`config.mk`:
```
export PLATFORM = sky130hd
export DESIGN_NAME = multicycle_control_unit
export DESIGN_NICKNAME = d
export VERILOG_FILES = /design/src/rtl/multicycle_control_unit.sv
export SDC_FILE = /design/constraint.sdc
export NUM_CORES = 1
export LEC_CHECK = 0
export BUFFER_PORTS_ARGS = -buffer_cell sky130_fd_sc_hd__buf_2
export CAP_MARGIN = 20
export CORE_MARGIN = 4
export CORE_UTILIZATION = 52
export CTS_BUF_LIST = sky130_fd_sc_hd__clkbuf_4 sky130_fd_sc_hd__clkbuf_8
export CTS_CLUSTER_DIAMETER = 60
export CTS_CLUSTER_SIZE = 28
export DETAILED_ROUTE_END_ITERATION = 7
export PLACE_DENSITY = 0.84
export SLEW_MARGIN = 10
export SYNTH_ARGS = -nofsm -noshare
export SYNTH_HDL_FRONTEND = slang
export SYNTH_SLANG_ARGS = --single-unit
```
`constraint.sdc`:
```
create_clock -name CLK -period 4.5 [get_ports CLK]
set_input_delay 0.9 -clock CLK [delete_from_list [all_inputs] [get_ports CLK]]
set_output_delay 0.9 -clock CLK [all_outputs]
set_load 0.02 [all_outputs]
```
`src/rtl/multicycle_control_unit.sv`:
```
// multicycle_control_unit: Moore sequencer for the accumulator processor; decodes IR[4:0]
// and drives every datapath select/enable per state, with halt and sticky illegal flags.
module multicycle_control_unit (
  input  logic       CLK,
  input  logic       Reset,
  input  logic [4:0] Opcode,
  input  logic       Zero,
  output logic       PCWrite,
  output logic       IRWrite,
  output logic       MemRead,
  output logic       MemWrite,
  output logic       RegWrite,
  output logic       SPWrite,
  output logic [1:0] IorD,
  output logic [1:0] ALUSrcA,
  output logic [1:0] ALUSrcB,
  output logic [2:0] ALUOp,
  output logic [1:0] PCSrc,
  output logic [1:0] OperandSrc,
  output logic [2:0] ReturnSrc,
  output logic [1:0] RegFileSrc,
  output logic       InstrDone,
  output logic       Halted,
  output logic       Illegal,
  output logic [3:0] StateOut
);
  typedef enum logic [3:0] {
    FETCH    = 4'd0,
    DECODE   = 4'd1,
    EXEC_R   = 4'd2,
    EXEC_I   = 4'd3,
    WB_ALU   = 4'd4,
    WB_IMM   = 4'd5,
    WB_MOVE  = 4'd6,
    MEM_ADDR = 4'd7,
    MEM_RD   = 4'd8,
    WB_MEM   = 4'd9,
    MEM_WR   = 4'd10,
    BRANCH   = 4'd11,
    JUMP     = 4'd12,
    SP_DEC   = 4'd13,
    SP_INC   = 4'd14,
    HALT     = 4'd15
  } state_t;
  localparam logic [4:0] OP_LW  = 5'h06;
  localparam logic [4:0] OP_POP = 5'h0C;
  localparam logic [4:0] OP_HLT = 5'h1F;
  localparam logic [2:0] ALU_ADD = 3'b000;
  localparam logic [2:0] ALU_SUB = 3'b001;
  state_t state, next;
  logic [4:0] op_q;
  logic illegal_q;
  logic legal;
  assign legal = (Opcode <= OP_POP) || (Opcode == OP_HLT);
  assign StateOut = state;
  assign Illegal = illegal_q;
  always_ff @(posedge CLK or posedge Reset) begin
    if (Reset) begin
      state     <= FETCH;
      op_q      <= '0;
      illegal_q <= 1'b0;
    end else begin
      state <= next;
      if (state == DECODE) begin
        op_q <= Opcode;
        if (!legal) illegal_q <= 1'b1;
      end
    end
  end
  always_comb begin
    next = state;
    case (state)
      FETCH:    next = DECODE;
      DECODE: begin
        case (Opcode)
          5'h00, 5'h01, 5'h02, 5'h03: next = EXEC_R;
          5'h04:   next = EXEC_I;
          5'h05:   next = WB_IMM;
          5'h06, 5'h07: next = MEM_ADDR;
          5'h08:   next = WB_MOVE;
          5'h09:   next = BRANCH;
          5'h0A:   next = JUMP;
          5'h0B:   next = SP_DEC;
          5'h0C:   next = MEM_RD;
          default: next = HALT;
        endcase
      end
      EXEC_R, EXEC_I: next = WB_ALU;
      MEM_ADDR: next = (op_q == OP_LW) ? MEM_RD : MEM_WR;
      MEM_RD:   next = WB_MEM;
      WB_MEM:   next = (op_q == OP_POP) ? SP_INC : FETCH;
      SP_DEC:   next = MEM_WR;
      HALT:     next = HALT;
      default:  next = FETCH;
    endcase
  end
  // Outputs are forced low while Reset is high, since the state register alone reads FETCH.
  always_comb begin
    PCWrite    = 1'b0;
    IRWrite    = 1'b0;
    MemRead    = 1'b0;
    MemWrite   = 1'b0;
    RegWrite   = 1'b0;
    SPWrite    = 1'b0;
    IorD       = 2'b00;
    ALUSrcA    = 2'b00;
    ALUSrcB    = 2'b00;
    ALUOp      = ALU_ADD;
    PCSrc      = 2'b00;
    OperandSrc = 2'b00;
    ReturnSrc  = 3'b000;
    RegFileSrc = 2'b00;
    InstrDone  = 1'b0;
    Halted     = 1'b0;
    if (!Reset) begin
      case (state)
        FETCH: begin
          MemRead = 1'b1;
          IRWrite = 1'b1;
          ALUSrcB = 2'b01;
          PCWrite = 1'b1;
        end
        DECODE:   ALUSrcB = 2'b10;
        EXEC_R: begin
          ALUSrcA = 2'b01;
          ALUOp   = op_q[2:0];
        end
        EXEC_I, MEM_ADDR: begin
          ALUSrcA = 2'b01;
          ALUSrcB = 2'b10;
        end
        WB_ALU: begin
          RegWrite   = 1'b1;
          RegFileSrc = 2'b10;
          InstrDone  = 1'b1;
        end
        WB_IMM: begin
          RegWrite   = 1'b1;
          RegFileSrc = 2'b11;
          InstrDone  = 1'b1;
        end
        WB_MOVE: begin
          RegWrite   = 1'b1;
          RegFileSrc = 2'b01;
          ReturnSrc  = 3'b001;
          InstrDone  = 1'b1;
        end
        MEM_RD: begin
          MemRead = 1'b1;
          IorD    = (op_q == OP_POP) ? 2'b10 : 2'b01;
        end
        WB_MEM: begin
          RegWrite  = 1'b1;
          InstrDone = (op_q != OP_POP);
        end
        MEM_WR: begin
          MemWrite  = 1'b1;
          IorD      = 2'b01;
          InstrDone = 1'b1;
        end
        SP_DEC: begin
          ALUSrcA = 2'b10;
          ALUSrcB = 2'b01;
          ALUOp   = ALU_SUB;
          SPWrite = 1'b1;
        end
        SP_INC: begin
          ALUSrcA   = 2'b10;
          ALUSrcB   = 2'b01;
          SPWrite   = 1'b1;
          InstrDone = 1'b1;
        end
        BRANCH: begin
          ALUSrcA   = 2'b01;
          ALUOp     = ALU_SUB;
          PCSrc     = 2'b01;
          PCWrite   = Zero;
          InstrDone = 1'b1;
        end
        JUMP: begin
          PCSrc     = 2'b10;
          PCWrite   = 1'b1;
          InstrDone = 1'b1;
        end
        HALT:     Halted = 1'b1;
        default:  Halted = 1'b0;
      endcase
    end
  end
endmodule

```
# --- Yosys cells after proc, flatten, opt, wreduce, memory -nomap -nowiden ---
# Memory sizes are Yosys's and may differ from the RTL's.
# Index checks and enable logic that the tools add are counted.
op_classes:
  n_reduce_logical: 13
  n_lt_le_gt_ge: 1
  eq_ne: 19
  mux: 35
  n_bitwise: 1
ops:
  columns: ["cell", "n"]
  rows:
  - ["4-bit == test (second input constant)", 8]
  - ["4-bit case mux with 8 select lines", 1]
  - ["4-bit by 3-bit == test with 1-bit output (second input constant)", 4]
  - ["1-bit 2-to-1 mux", 16]
  - ["2-bit case mux with 2 select lines", 4]
  - ["2-bit 2-to-1 mux", 7]
  - ["2-bit OR reduction", 5]
  - ["4-bit by 2-bit == test with 1-bit output (second input constant)", 2]
  - ["4-bit 2-to-1 mux", 2]
  - ["4-bit OR reduction", 2]
  - ["7-bit OR reduction", 1]
  - ["2-bit case mux with 3 select lines", 1]
  - ["3-bit case mux with 2 select lines", 1]
  - ["3-bit OR reduction", 2]
  - ["5-bit by 3-bit == test with 1-bit output (second input constant)", 1]
  - ["5-bit by 4-bit == test with 1-bit output (second input constant)", 1]
  - ["5-bit == test (second input constant)", 1]
  - ["5-bit by 4-bit less-or-equal comparator with 1-bit output (second input constant)", 1]
  - ["5-bit by 4-bit inequality test with 1-bit output (second input constant)", 1]
  - ["4-bit by 1-bit == test with 1-bit output (second input constant)", 1]
  - ["4-bit logical NOT", 1]
  - ["1-bit case mux with 2 select lines", 2]
  - ["3-bit 2-to-1 mux", 1]
  - ["2-bit AND reduction", 1]
  - ["2 further kinds", 2]
word_totals:
  romBits: 64
  mem_count: 1
  output_inout_bits: 31
  input_bits: 8
  reg_bits: 10
memory_table:
  columns: ["name", "depth", "width", "read_ports", "rd_ports_with_merged_regs", "wr", "line_no", "text"]
  rows:
  - ["(name not given)", 16, 4, 1, 0, 0, "75", "case (Opcode)"]

# --- Depth between registers and ports, before layout ---
# Gate-level depths: netlist (run 1).
logic_depth:
  depth_word: 4
  ltp_mapped: 6
  ltp_nobuf: 4

# --- Least setup slack after synthesis (run 1) ---
# Ideal clock, no wire load.
synth_timing:
  path_kind: "input to output"
  start: "input Reset"
  end: "output ALUSrcB[1]"
  path_slack_ns: 1.422
  t_arrival_ns: 2.178
  path_stages: 2
  path_buffers: 1
  path_cell_list: "clkbuf_1 -> a2111oi_0"
synth_via:
  elab_chain_len: 1
synth_lines:
  columns: ["element", "line_no", "text"]
  rows:
  - ["start: declaration", "5", "input logic Reset,"]
  - ["2-bit 2-to-1 mux", "115", "if (!Reset) begin"]
  - ["end: declaration", "16", "output logic [1:0] ALUSrcB,"]
# Every way passes these cells.

# --- Final worst setup path (run 1) ---
layout_timing:
  start: "register state[1] (netlist: StateOut[1])"
  end: "output ALUOp[0]"
layout_via:
  elab_chain_len: 4
layout_lines:
  columns: ["element", "line_no", "text"]
  rows:
  - ["start: declaration", "50", "state_t state, next;"]
  - ["start signal: assignment", "63", "state <= next;"]
  - ["4-bit == test", "116", "case (state)"]
  - ["2-bit OR reduction (no line)", null, null]
  - ["3-bit case mux with 2 select lines *", "116", null]
  - ["3-bit 2-to-1 mux *", "115", null]
  - ["end: declaration", "17", "output logic [2:0] ALUOp,"]
# Every way passes the cells marked *; elsewhere a longest branch is shown, timed or not.

==> results of run 1 <==
==> cell usage after synthesis (all sizes together) (2+ instances only) <==
cell	n	area, um^2
a21oi	5	25.0
a31oi	2	12.5
and3	3	18.8
buf	6	40.0
clkbuf	10	37.5
dfrtp	10	250
inv	5	18.8
mux2	5	56.3
nand2	8	30.0
nand2b	6	37.5
nand3	4	20.0
nor2	11	41.3
nor3	12	60.1
nor4	3	18.8
o211ai	3	27.5
o21ai	4	20.0
o31ai	2	15.0
or3	2	17.5
xnor2	2	17.5
xor2	2	17.5
==> registers in the layout (all words and copies together) (netlist names) <==
name      cells
op_q          5
Illegal       1
StateOut      4
==> area by class of cell <==
type | count | area [um^2]
Clock buffer | 4 | 36.3
Fill cell | 137 | 507
Inverter | 5 | 18.8
Multi-Input combinational cell | 90 | 557
Sequential cell | 10 | 250
Tap cell | 16 | 20.0
Timing Repair Buffer | 34 | 170
==> cells by family (layout without fill, tap and decap cells) <==
| group | Yosys count | count (layout) | share of synthesized area |
|---|---|---|---|
| simple gates | 53 | 53 | 0.311 |
| compound gates | 23 | 23 | 0.182 |
| buf+inv | 21 | 43 | 0.108 |
| flops | 10 | 10 | 0.281 |
| mux | 5 | 5 | 0.0631 |
| xor+xnor | 4 | 4 | 0.0393 |
| fa+ha+maj | 1 | 1 | 0.0112 |
| other cells | 1 | 4 | 0.00420 |
==> metrics by stage <==
| step | worst slack [ns] | hold slack [ns] | utilization |
|---|---|---|---|
| floorplan | 1.42 | 0.482 | - |
| global placement | 1.90 | 0.446 | 0.652 |
| detailed placement | 1.87 | 0.456 | 0.652 |
| CTS | 1.67 | 0.481 | 0.675 |
| global route | 1.53 | 0.514 | 0.675 |
| finish | 1.66 | 0.470 | 0.675 |
==> routing by layer <==
| metal | part of all wire | track usage | up-vias |
|---|---|---|---|
| met4 | 0.012 | 0.0691 | 0 |
| li1 | - | - | 464 |
| met2 | 0.46 | 0.288 | 38 |
| met1 | 0.44 | 0.237 | 413 |
| met5 | 0 | 0 | - |
| met3 | 0.083 | 0.0428 | 5 |
==> power by group <==
part / internal (mW) / switching, mW / leakage (nW) / total (mW)
Combinational: 0.149 / 0.211 / 0.370 / 0.361
Sequential: 0.129 / 0.0894 / 0.118 / 0.219
Clock: 0.0491 / 0.0314 / 0.0210 / 0.0806
Total: 0.328 / 0.332 / 0.508 / 0.660
==> path summary, 6_finish.rpt <==
path                       cells after the start                    end             startpoint  slack (ns)
setup / recovery                               5               ALUOp[0]  StateOut[1]$_DFF_PP0_        1.66
max in group asynchronous                      2  StateOut[0]$_DFF_PP0_                  Reset        3.49
hold reg to reg                                1    Illegal$_DFFE_PP0P_    Illegal$_DFFE_PP0P_        0.47
hold / removal                                 1    Illegal$_DFFE_PP0P_    Illegal$_DFFE_PP0P_        0.47
setup reg to reg                               3    op_q[1]$_DFFE_PP0P_  StateOut[1]$_DFF_PP0_        2.79
min in group asynchronous                      2  StateOut[2]$_DFF_PP0_                  Reset        0.74
==> key figures, run 1 <==
STA
  – Slew @ Worst Pin: 0.567 ns
  – Fmax: 0.352 GHz
  – Fin crit period: 2.84 ns
  – RSZ-0062 raised after global routing: no
  – Final Skew: 0.00298 ns
  – Pins over their slew limit: 0
  – Ratio of final minimum period to clock period: 0.631
  – Final setup fails: 0
  – Slew HR: 0.622
  – Fin. Hold Viols: 0
  – Setup TNS: 0 ns

Global routing
  – Initial antenna violation count: 0
  – GRT Total Usage: 0.181
  – Grt total ovfl: 0
  – Number of global-route vias before repair: 758
  – Largest net degree at the start of global routing: 20
  – First-pass GRT wire length: 3.51 mm

Clock tree
  – TritonCTS Buffers: 3
  – Cts repair resizes: 0
  – CTS Root Buffer Type: clkbuf_4
  – Clock H-tree levels: 1
  – Clk Latency, worst-skew pair: 0.27 ns
  – Clock Sinks: 10
  – Post-CTS Setup Bufs: 0
  – Cts-stage hold buffer count: 0
  – TritonCTS clock tree: built
  – Bufs on Longest Clock Path: 2
  – Clk pin slew, worst setup/hold paths: 0.07 ns

Placement
  – Placed instance area: 1020 um^2
  – PortBufs: 34
  – DP HPWL: 1.61 mm
  – Dpl cells: 155
  – GPL Wtd Cong: 0.822

Layout
  – Nets: 152
  – Finished Layout Cells: 159
  – Most frequent cells in the layout: 34 x buf_2, 12 x nor3_1, 11 x nor2_1, 10 x dfrtp_1, 8 x nand2_1
  – Share of cells above drive strength 1: 0.329
  – Most common cell after layout, fill and taps aside: buf_2
  – Final instance area: 1050 um^2
  – ANT cells: 0
  – Area grow syn2layout: 18.0%

Setup path
  – Arrival time worst endpoint: 1.94 ns
  – WP data required: 3.60 ns
  – WP buf/inv: 2
  – Critical path capture point type: output port
  – CP max stage cell: dfrtp_1
  – Startpoint Class: flop
  – Max FO, Critical Path: 15
  – Max incr delay on CP: 0.64 ns
  – Delay-heaviest family, CP: flip-flops
  – Cell Chain, Critical Path: inv_1 > nor3_1 > nand3_1 > a21oi_1 > buf_2
  – Critical path type: reg -> out

Logic synthesis
  – Ys async rst share: 1.00
  – Seq cells post-synth: 10
  – Number of flops mapped to enable cells by yosys: 0
  – Synth warn: 0
  – Synthesized area: 892 um^2
  – Avg Cell Area, Syn: 7.56 um^2
  – Most used DFF post-synth: dfrtp_1
  – Post-synthesis cell type count: 36
  – Gate Count Post-Synth: 118
  – Post-synthesis sequential area ratio: 0.281

Floorplanning
  – Initial Util: 0.572
  – Die Span Y: 49.4 um
  – Die outline width: 49.4 um
  – Core area: 1560 um^2
  – Die ar.: 2440 um^2
  – I/O Pins: 39
  – Row count: 14

Power and ir drop
  – Overall power: 0.660 mW
  – Cell Pwr Density: 627 nW/um^2
  – Leakage: 0.508 nW
  – Max VDD drop: 352 uV

Run
  – Max cap viols: 0

Routing
  – Routed Antenna Nets: 0
  – DR vias/cell: 5.79
  – Post-route DRC violation count: 0
  – Vias: 920
  – Detailed Route Iter0 Violations: 23
  – WL/cell: 13.8 um
  – Drt pass-1 iters: 4
  – WL final: 2.20 mm

Status
  – Status: finished clean

Worst hold path
  – Hold WC Path Type: reg -> reg
(Power assumes the default switching activity.)
==> run 2: changes to the inputs <==
Settings changed: ABC_AREA set to 1, CORE_UTILIZATION 52 to 44, PLACE_DENSITY 0.84 to 0.75.
Clock period 4.5 ns to 2.3 ns, I/O delays scaled along.
==> run 2 against run 1 <==
Clock-buffer cell count did not move. Sequential power fell by 20%. Sequential share of layout area fell by 1.1 points. Total power fell by 43%. Global-route usage rose by 1.1 points. Synthesized area fell by 1.3%.
==> key figures, run 2 <==
Status
  – Status: finished clean (unchanged)

Routing
  – DR vias/cell: 5.04 (was 5.79)
  – Post-route DRC violation count: 0 (unchanged)
  – Vias: 1048 (was 920)
  – WL/cell: 11.9 um (was 13.8 um)
  – Drt pass-1 iters: 4 (unchanged)
  – Routed Antenna Nets: 0 (unchanged)
  – Detailed Route Iter0 Violations: 22 (was 23)
  – WL final: 2.47 mm (was 2.20 mm)

Clock tree
  – CTS Root Buffer Type: clkbuf_4 (unchanged)
  – Cts-stage hold buffer count: 0 (unchanged)
  – TritonCTS Buffers: 3 (unchanged)
  – Clk Latency, worst-skew pair: 0.28 ns (was 0.27 ns)
  – Clock Sinks: 10 (unchanged)
  – TritonCTS clock tree: built (unchanged)
  – Clk pin slew, worst setup/hold paths: 0.06 ns (was 0.07 ns)
  – Cts repair resizes: 0 (unchanged)
  – Post-CTS Setup Bufs: 0 (unchanged)
  – Bufs on Longest Clock Path: 2 (unchanged)
  – Clock H-tree levels: 1 (unchanged)

Floorplanning
  – Core area: 1800 um^2 (was 1560 um^2)
  – Die Span Y: 52.7 um (was 49.4 um)
  – Die ar.: 2780 um^2 (was 2440 um^2)
  – Row count: 15 (was 14)
  – I/O Pins: 39 (unchanged)
  – Die outline width: 52.7 um (was 49.4 um)
  – Initial Util: 0.489 (was 0.572)

Global routing
  – Initial antenna violation count: 0 (unchanged)
  – First-pass GRT wire length: 3.97 mm (was 3.51 mm)
  – Grt total ovfl: 0 (unchanged)
  – Largest net degree at the start of global routing: 15 (was 20)
  – GRT Total Usage: 0.192 (was 0.181)
  – Number of global-route vias before repair: 981 (was 758)

Setup path
  – WP buf/inv: 3 (was 2)
  – Delay-heaviest family, CP: flip-flops (unchanged)
  – Max FO, Critical Path: 7 (was 15)
  – Startpoint Class: flop (unchanged)
  – WP data required: 1.84 ns (was 3.60 ns)
  – Critical path type: reg -> out (unchanged)
  – Arrival time worst endpoint: 1.53 ns (was 1.94 ns)
  – Max incr delay on CP: 0.48 ns (was 0.64 ns)
  – Cell Chain, Critical Path: inv_2 > nand2_2 > nor2_1 > inv_1 > nor3_1 > buf_2 (was inv_1 > nor3_1 > nand3_1 > a21oi_1 > buf_2)
  – Critical path capture point type: output port (unchanged)
  – CP max stage cell: dfrtp_1 (unchanged)

Logic synthesis
  – Post-synthesis cell type count: 19 (was 36)
  – Most common library cells after synthesis: 29 x nand2_1, 26 x nor2_1, 22 x inv_1 (was 12 x nor3_1, 11 x nor2_1, 10 x clkbuf_1, 10 x dfrtp_1, 8 x nand2_1)
  – Cell with the most instances after synthesis: nand2_1 (was nor3_1)
  – Mux cell area share after synthesis: 0 (was 0.0631)
  – Ys async rst share: 1.00 (unchanged)
  – Post-synthesis sequential area ratio: 0.284 (was 0.281)
  – Synth top area share: 0.284 (was 0.281)
  – Synth area leaders: dfrtp_1 28%, nand2_1 12%, nor2_1 11% (was dfrtp_1 28%, nor3_1 6.7%, mux2_2 6.3%)
  – XOR/XNOR Fraction of Synth Area: 0 (was 0.0393)
  – Main combinational cell family by area after synthesis: simple AND/OR/NAND/NOR gates (unchanged)
  – Number of flops mapped to enable cells by yosys: 0 (unchanged)
  – Adder-Cell Fraction of Synth Area: 0 (was 0.0112)
  – Synth Area in Simple Gates: 0.440 (was 0.311)
  – Seq cells post-synth: 10 (unchanged)
  – Avg Cell Area, Syn: 6.03 um^2 (was 7.56 um^2)
  – Synth warn: 0 (unchanged)
  – Most used DFF post-synth: dfrtp_1 (unchanged)
  – Synthesized area: 881 um^2 (was 892 um^2)
  – Largest area contributor in the netlist: dfrtp_1 (unchanged)
  – Gate Count Post-Synth: 146 (was 118)
  – Compound-Gate Fraction of Synth Area: 0.126 (was 0.182)

Layout
  – Most common cell after layout, fill and taps aside: buf_2 (unchanged)
  – ANT cells: 0 (unchanged)
  – Final instance area: 1100 um^2 (was 1050 um^2)
  – Most frequent cells in the layout: 34 x buf_2, 29 x nand2_1, 26 x nor2_1, 22 x inv_1, 15 x nand3_1 (was 34 x buf_2, 12 x nor3_1, 11 x nor2_1, 10 x dfrtp_1, 8 x nand2_1)
  – Area grow syn2layout: 25.3% (was 18.0%)
  – Share of cells above drive strength 1: 0.290 (was 0.329)
  – Largest Register: op_q (unchanged)
  – Nets: 192 (was 152)
  – Max reg flops: 5 (unchanged)
  – Finished Layout Cells: 208 (was 159)

Placement
  – Placed instance area: 1070 um^2 (was 1020 um^2)
  – GPL Wtd Cong: 0.929 (was 0.822)
  – Dpl cells: 204 (was 155)
  – PortBufs: 34 (unchanged)
  – DP HPWL: 2.05 mm (was 1.61 mm)

STA
  – Fin. Hold Viols: 0 (unchanged)
  – Ratio of final minimum period to clock period: 0.865
  – Final setup fails: 0 (unchanged)
  – Fin crit period: 1.99 ns
  – Fmax: 0.502 GHz
  – Final Skew: 0.000424 ns (was 0.00298 ns)
  – Setup TNS: 0 ns (unchanged)
  – Pins over their slew limit: 0 (unchanged)
  – RSZ-0062 raised after global routing: no (unchanged)

Power and ir drop
  – Comb power frac: 0.105 (was 0.547)
  – Clock power frac: 0.428 (was 0.122)
  – Leakage: 0.634 nW (was 0.508 nW)
  – Pint: 0.283 mW (was 0.328 mW)
  – Net Sw Frac: 0.249 (was 0.503)
  – Cell Pwr Density: 341 nW/um^2 (was 627 nW/um^2)
  – Psw: 0.0937 mW (was 0.332 mW)
  – Sequential fraction of design power: 0.467 (was 0.331)
  – Max VDD drop: 280 uV (was 352 uV)

Run
  – Max cap viols: 0 (unchanged)

Worst hold path
  – Hold WC Path Type: in -> async (was reg -> reg)
-- run 2: cell count changes in the layout (fill, tap and decap cells not counted), sizes merged, moves of 6 or more --
cell    delta
nor3       -9
nand2b     -6
inv       +20
nand3     +11
nand2     +26
o21ai      +7
nor2      +21
-- run 2: worst reg2reg max path: cells and delay by family, from the launching register on --
kind | cells | cell delay [ns]
flops | 1 | 0.47
buf+inv | 1 | 0.14
simple gates | 6 | 0.63
-- run 2: cell families after synthesis --
group           Yosys count
simple gates             85
other cells               1
flops                    10
buf+inv                  30
compound gates           20
-- run 2: metal layers --
layer	vias up	wire, um	global-route usage
met5	-	0	0
met4	0	46	0.111
met3	8	186	0.0256
met2	44	1230	0.351
met1	471	1010	0.207
li1	525	-	-
-- run 2: power by group through the flow --
stage                     registers (mW)  clock network, mW  logic (mW)
after floorplan                    0.179                  0      0.0292
after global placement             0.179                  0      0.0380
after detailed placement           0.179                  0      0.0392
after CTS                          0.176              0.161      0.0393
after global routing               0.176              0.171      0.0443
final                              0.176              0.161      0.0394
-- run 2: final timing paths --
kind	cells past startpoint	slack, ns	startpoint	end
max	6	0.31	StateOut[2]$_DFF_PP0_	ALUOp[2]
min	2	0.25	Reset	StateOut[0]$_DFF_PP0_
max reg2reg	7	1.01	StateOut[1]$_DFF_PP0_	StateOut[3]$_DFF_PP0_
min reg2reg	2	0.48	Illegal$_DFFE_PP0P_	Illegal$_DFFE_PP0P_
max in group asynchronous	3	1.66	Reset	op_q[2]$_DFFE_PP0P_
min in group CLK	3	0.47	Opcode[4]	StateOut[0]$_DFF_PP0_
-- run 2: area by class of cell --
type | count | area, um^2
multi-input cells | 109 | 514
clock buffers | 4 | 36.3
flip-flops and latches | 10 | 250
fillers | 196 | 698
repair buffers | 35 | 178
inverters | 25 | 93.8
well taps | 25 | 31.3
-- run 2: through the flow --
step                hold WS, ns  utilization  setup WS (ns)  total power [mW]
floorplan                 0.342            -          0.425             0.208
global placement          0.444        0.592          0.451             0.217
detailed placement        0.456        0.592          0.418             0.218
CTS                       0.258        0.613          0.321             0.376
global route              0.289        0.613          0.179             0.391
finish                    0.247        0.613          0.309             0.377
==> run 3: changes to the inputs <==
Settings changed: CORE_UTILIZATION 44 to 52, GPL_TIMING_DRIVEN set to 0, PLACE_DENSITY 0.75 to 0.84.
Clock period 2.3 ns to 2.4 ns, I/O delays scaled along.
==> run 3 against run 2 <==
Final cell count fell by 2.4%. Sequential cell count unchanged. Non-clock buffer count up 4. Clock skew increased by 0.0078 ns. Clock power is 6% lower. Utilization rose by 10 points. Total power shrank 4.0%. Critical path type is now in -> out. Critical endpoint is now PCWrite. Largest cell class unchanged. Largest power group unchanged.
==> key figures, run 3 (synthesis gave the netlist of run 2 again) <==
Global routing
  – First-pass GRT wire length: 3.80 mm (was 3.97 mm)
  – Number of global-route vias before repair: 922 (was 981)
  – GRT Total Usage: 0.197 (was 0.192)
  – Initial antenna violation count: 0 (unchanged)
  – Largest net degree at the start of global routing: 16 (was 15)
  – Grt total ovfl: 0 (unchanged)

Clock tree
  – CTS Root Buffer Type: clkbuf_4 (unchanged)
  – TritonCTS clock tree: built (unchanged)
  – TritonCTS Buffers: 3 (unchanged)
  – Bufs on Longest Clock Path: 2 (unchanged)
  – Clk pin slew, worst setup/hold paths: 0.07 ns (was 0.06 ns)
  – Post-CTS Setup Bufs: 0 (unchanged)
  – Clock H-tree levels: 1 (unchanged)
  – Clk Latency, worst-skew pair: 0.27 ns (was 0.28 ns)
  – Cts-stage hold buffer count: 0 (unchanged)
  – Cts repair resizes: 0 (unchanged)
  – Clock Sinks: 10 (unchanged)

Placement
  – GPL Wtd Cong: 0.939 (was 0.929)
  – PortBufs: 34 (unchanged)
  – DP HPWL: 1.86 mm (was 2.05 mm)
  – Dpl cells: 199 (was 204)
  – Placed instance area: 1080 um^2 (was 1070 um^2)

Floorplanning
  – Row count: 14 (was 15)
  – I/O Pins: 39 (unchanged)
  – Initial Util: 0.565 (was 0.489)
  – Die ar.: 2420 um^2 (was 2780 um^2)
  – Die outline width: 49.2 um (was 52.7 um)
  – Die Span Y: 49.2 um (was 52.7 um)
  – Core area: 1560 um^2 (was 1800 um^2)

Layout
  – Most frequent cells in the layout: 34 x buf_2, 29 x nand2_1, 26 x nor2_1, 22 x inv_1, 15 x nand3_1 (unchanged)
  – Max reg flops: 5 (unchanged)
  – Fillers: 152 (was 196)
  – Final instance area: 1120 um^2 (was 1100 um^2)
  – Share of cells above drive strength 1: 0.299 (was 0.290)
  – Area grow syn2layout: 27.0% (was 25.3%)
  – Largest Register: op_q (unchanged)
  – ANT cells: 0 (unchanged)
  – Area of the multi-input gates: 514 um^2 (unchanged)
  – Most common cell after layout, fill and taps aside: buf_2 (unchanged)
  – Finished Layout Cells: 203 (was 208)
  – Register Area: 250 um^2 (unchanged)
  – Nets: 196 (was 192)

Setup path
  – CP max stage cell: inv_1 (was dfrtp_1)
  – Critical path type: in -> out (was reg -> out)
  – WP buf/inv: 4 (was 3)
  – Arrival time worst endpoint: 1.52 ns (was 1.53 ns)
  – Max FO, Critical Path: 15 (was 7)
  – Cell Chain, Critical Path: buf_2 > inv_1 > nand3_1 > inv_1 > nand2_1 > nand2_1 > buf_2 (was inv_2 > nand2_2 > nor2_1 > inv_1 > nor3_1 > buf_2)
  – Critical path capture point type: output port (unchanged)
  – Startpoint Class: primary input (was flop)
  – Delay-heaviest family, CP: buffers and inverters (was flip-flops)
  – Max incr delay on CP: 0.40 ns (was 0.48 ns)
  – WP data required: 1.92 ns (was 1.84 ns)

Power and ir drop
  – Cell Pwr Density: 323 nW/um^2 (was 341 nW/um^2)
  – Leakage: 0.652 nW (was 0.634 nW)
  – Max VDD drop: 459 uV (was 280 uV)

Status
  – Status: finished clean (unchanged)

STA
  – Pins over their slew limit: 0 (unchanged)
  – Fin. Hold Viols: 0 (unchanged)
  – Final setup fails: 0 (unchanged)
  – Ratio of final minimum period to clock period: 0.834
  – Fin crit period: 2.00 ns
  – Final Skew: 0.00823 ns (was 0.000424 ns)
  – RSZ-0062 raised after global routing: no (unchanged)
  – Fmax: 0.500 GHz
  – Slew HR: 0.648
  – Slew @ Worst Pin: 0.528 ns
  – Setup TNS: 0 ns (unchanged)

Routing
  – Post-route DRC violation count: 0 (unchanged)
  – WL final: 2.26 mm (was 2.47 mm)
  – Vias: 1027 (was 1048)
  – DR vias/cell: 5.06 (was 5.04)
  – WL/cell: 11.1 um (was 11.9 um)
  – Routed Antenna Nets: 0 (unchanged)
  – Drt pass-1 iters: 4 (unchanged)
  – Detailed Route Iter0 Violations: 22 (unchanged)

Run
  – Max cap viols: 0 (unchanged)

Worst hold path
  – Hold WC Path Type: in -> async (unchanged)
run 3: area by class of cell:
type                    instances  share of cell area
plain buffers                   5              0.0302
clock buffers                   4              0.0324
inverters                      25              0.0839
multi-input cells             109               0.460
flip-flops and latches         10               0.224
well taps                      16              0.0179
repair buffers                 34               0.152
run 3: layer usage:
layer  vias to the layer above  global-route usage  wire, um
li1                        535                   -         -
met1                       451               0.230       970
met2                        37               0.342      1070
met3                         4              0.0306       168
met4                         0               0.104        45
met5                         -                   0         0
run 3: path summary, 6_finish.rpt:
check                                              to             startpoint  slack (ns)  cells past startpoint
max in group asynchronous       StateOut[3]$_DFF_PP0_                  Reset        1.77                      2
worst max register to register  StateOut[3]$_DFF_PP0_  StateOut[1]$_DFF_PP0_        1.12                      7
min in group CLK                  Illegal$_DFFE_PP0P_    Illegal$_DFFE_PP0P_        0.47                      2
worst min-delay path              op_q[4]$_DFFE_PP0P_                  Reset        0.28                      2
worst min register to register    Illegal$_DFFE_PP0P_    Illegal$_DFFE_PP0P_        0.47                      2
worst max-delay path                          PCWrite                  Reset        0.40                      7
run 3: per-stage QoR:
step                power (mW)  utilization  hold slack [ns]  setup slack [ns]
floorplan                0.200            -            0.362             0.505
global placement         0.212        0.694            0.445             0.411
detailed placement       0.214        0.694            0.457             0.358
CTS                      0.364        0.717            0.289             0.358
global route             0.378        0.717            0.320             0.208
finish                   0.362        0.717            0.277             0.399
run 3: worst register-to-register path, cell delays in order, from the launching register on:
cell     delay, ns
dfrtp_1       0.48
inv_2         0.14
nand2_2       0.09
nor2_4        0.21
nand2_1       0.10
nor2_1        0.10
nor2_1        0.06
nand2_1       0.05
run 3: where the power goes:
part	internal (mW)	switching, mW	leakage (nW)
clock	0.0921	0.0586	0.0210
combinational	0.0138	0.0286	0.539
sequential	0.168	0	0.0927
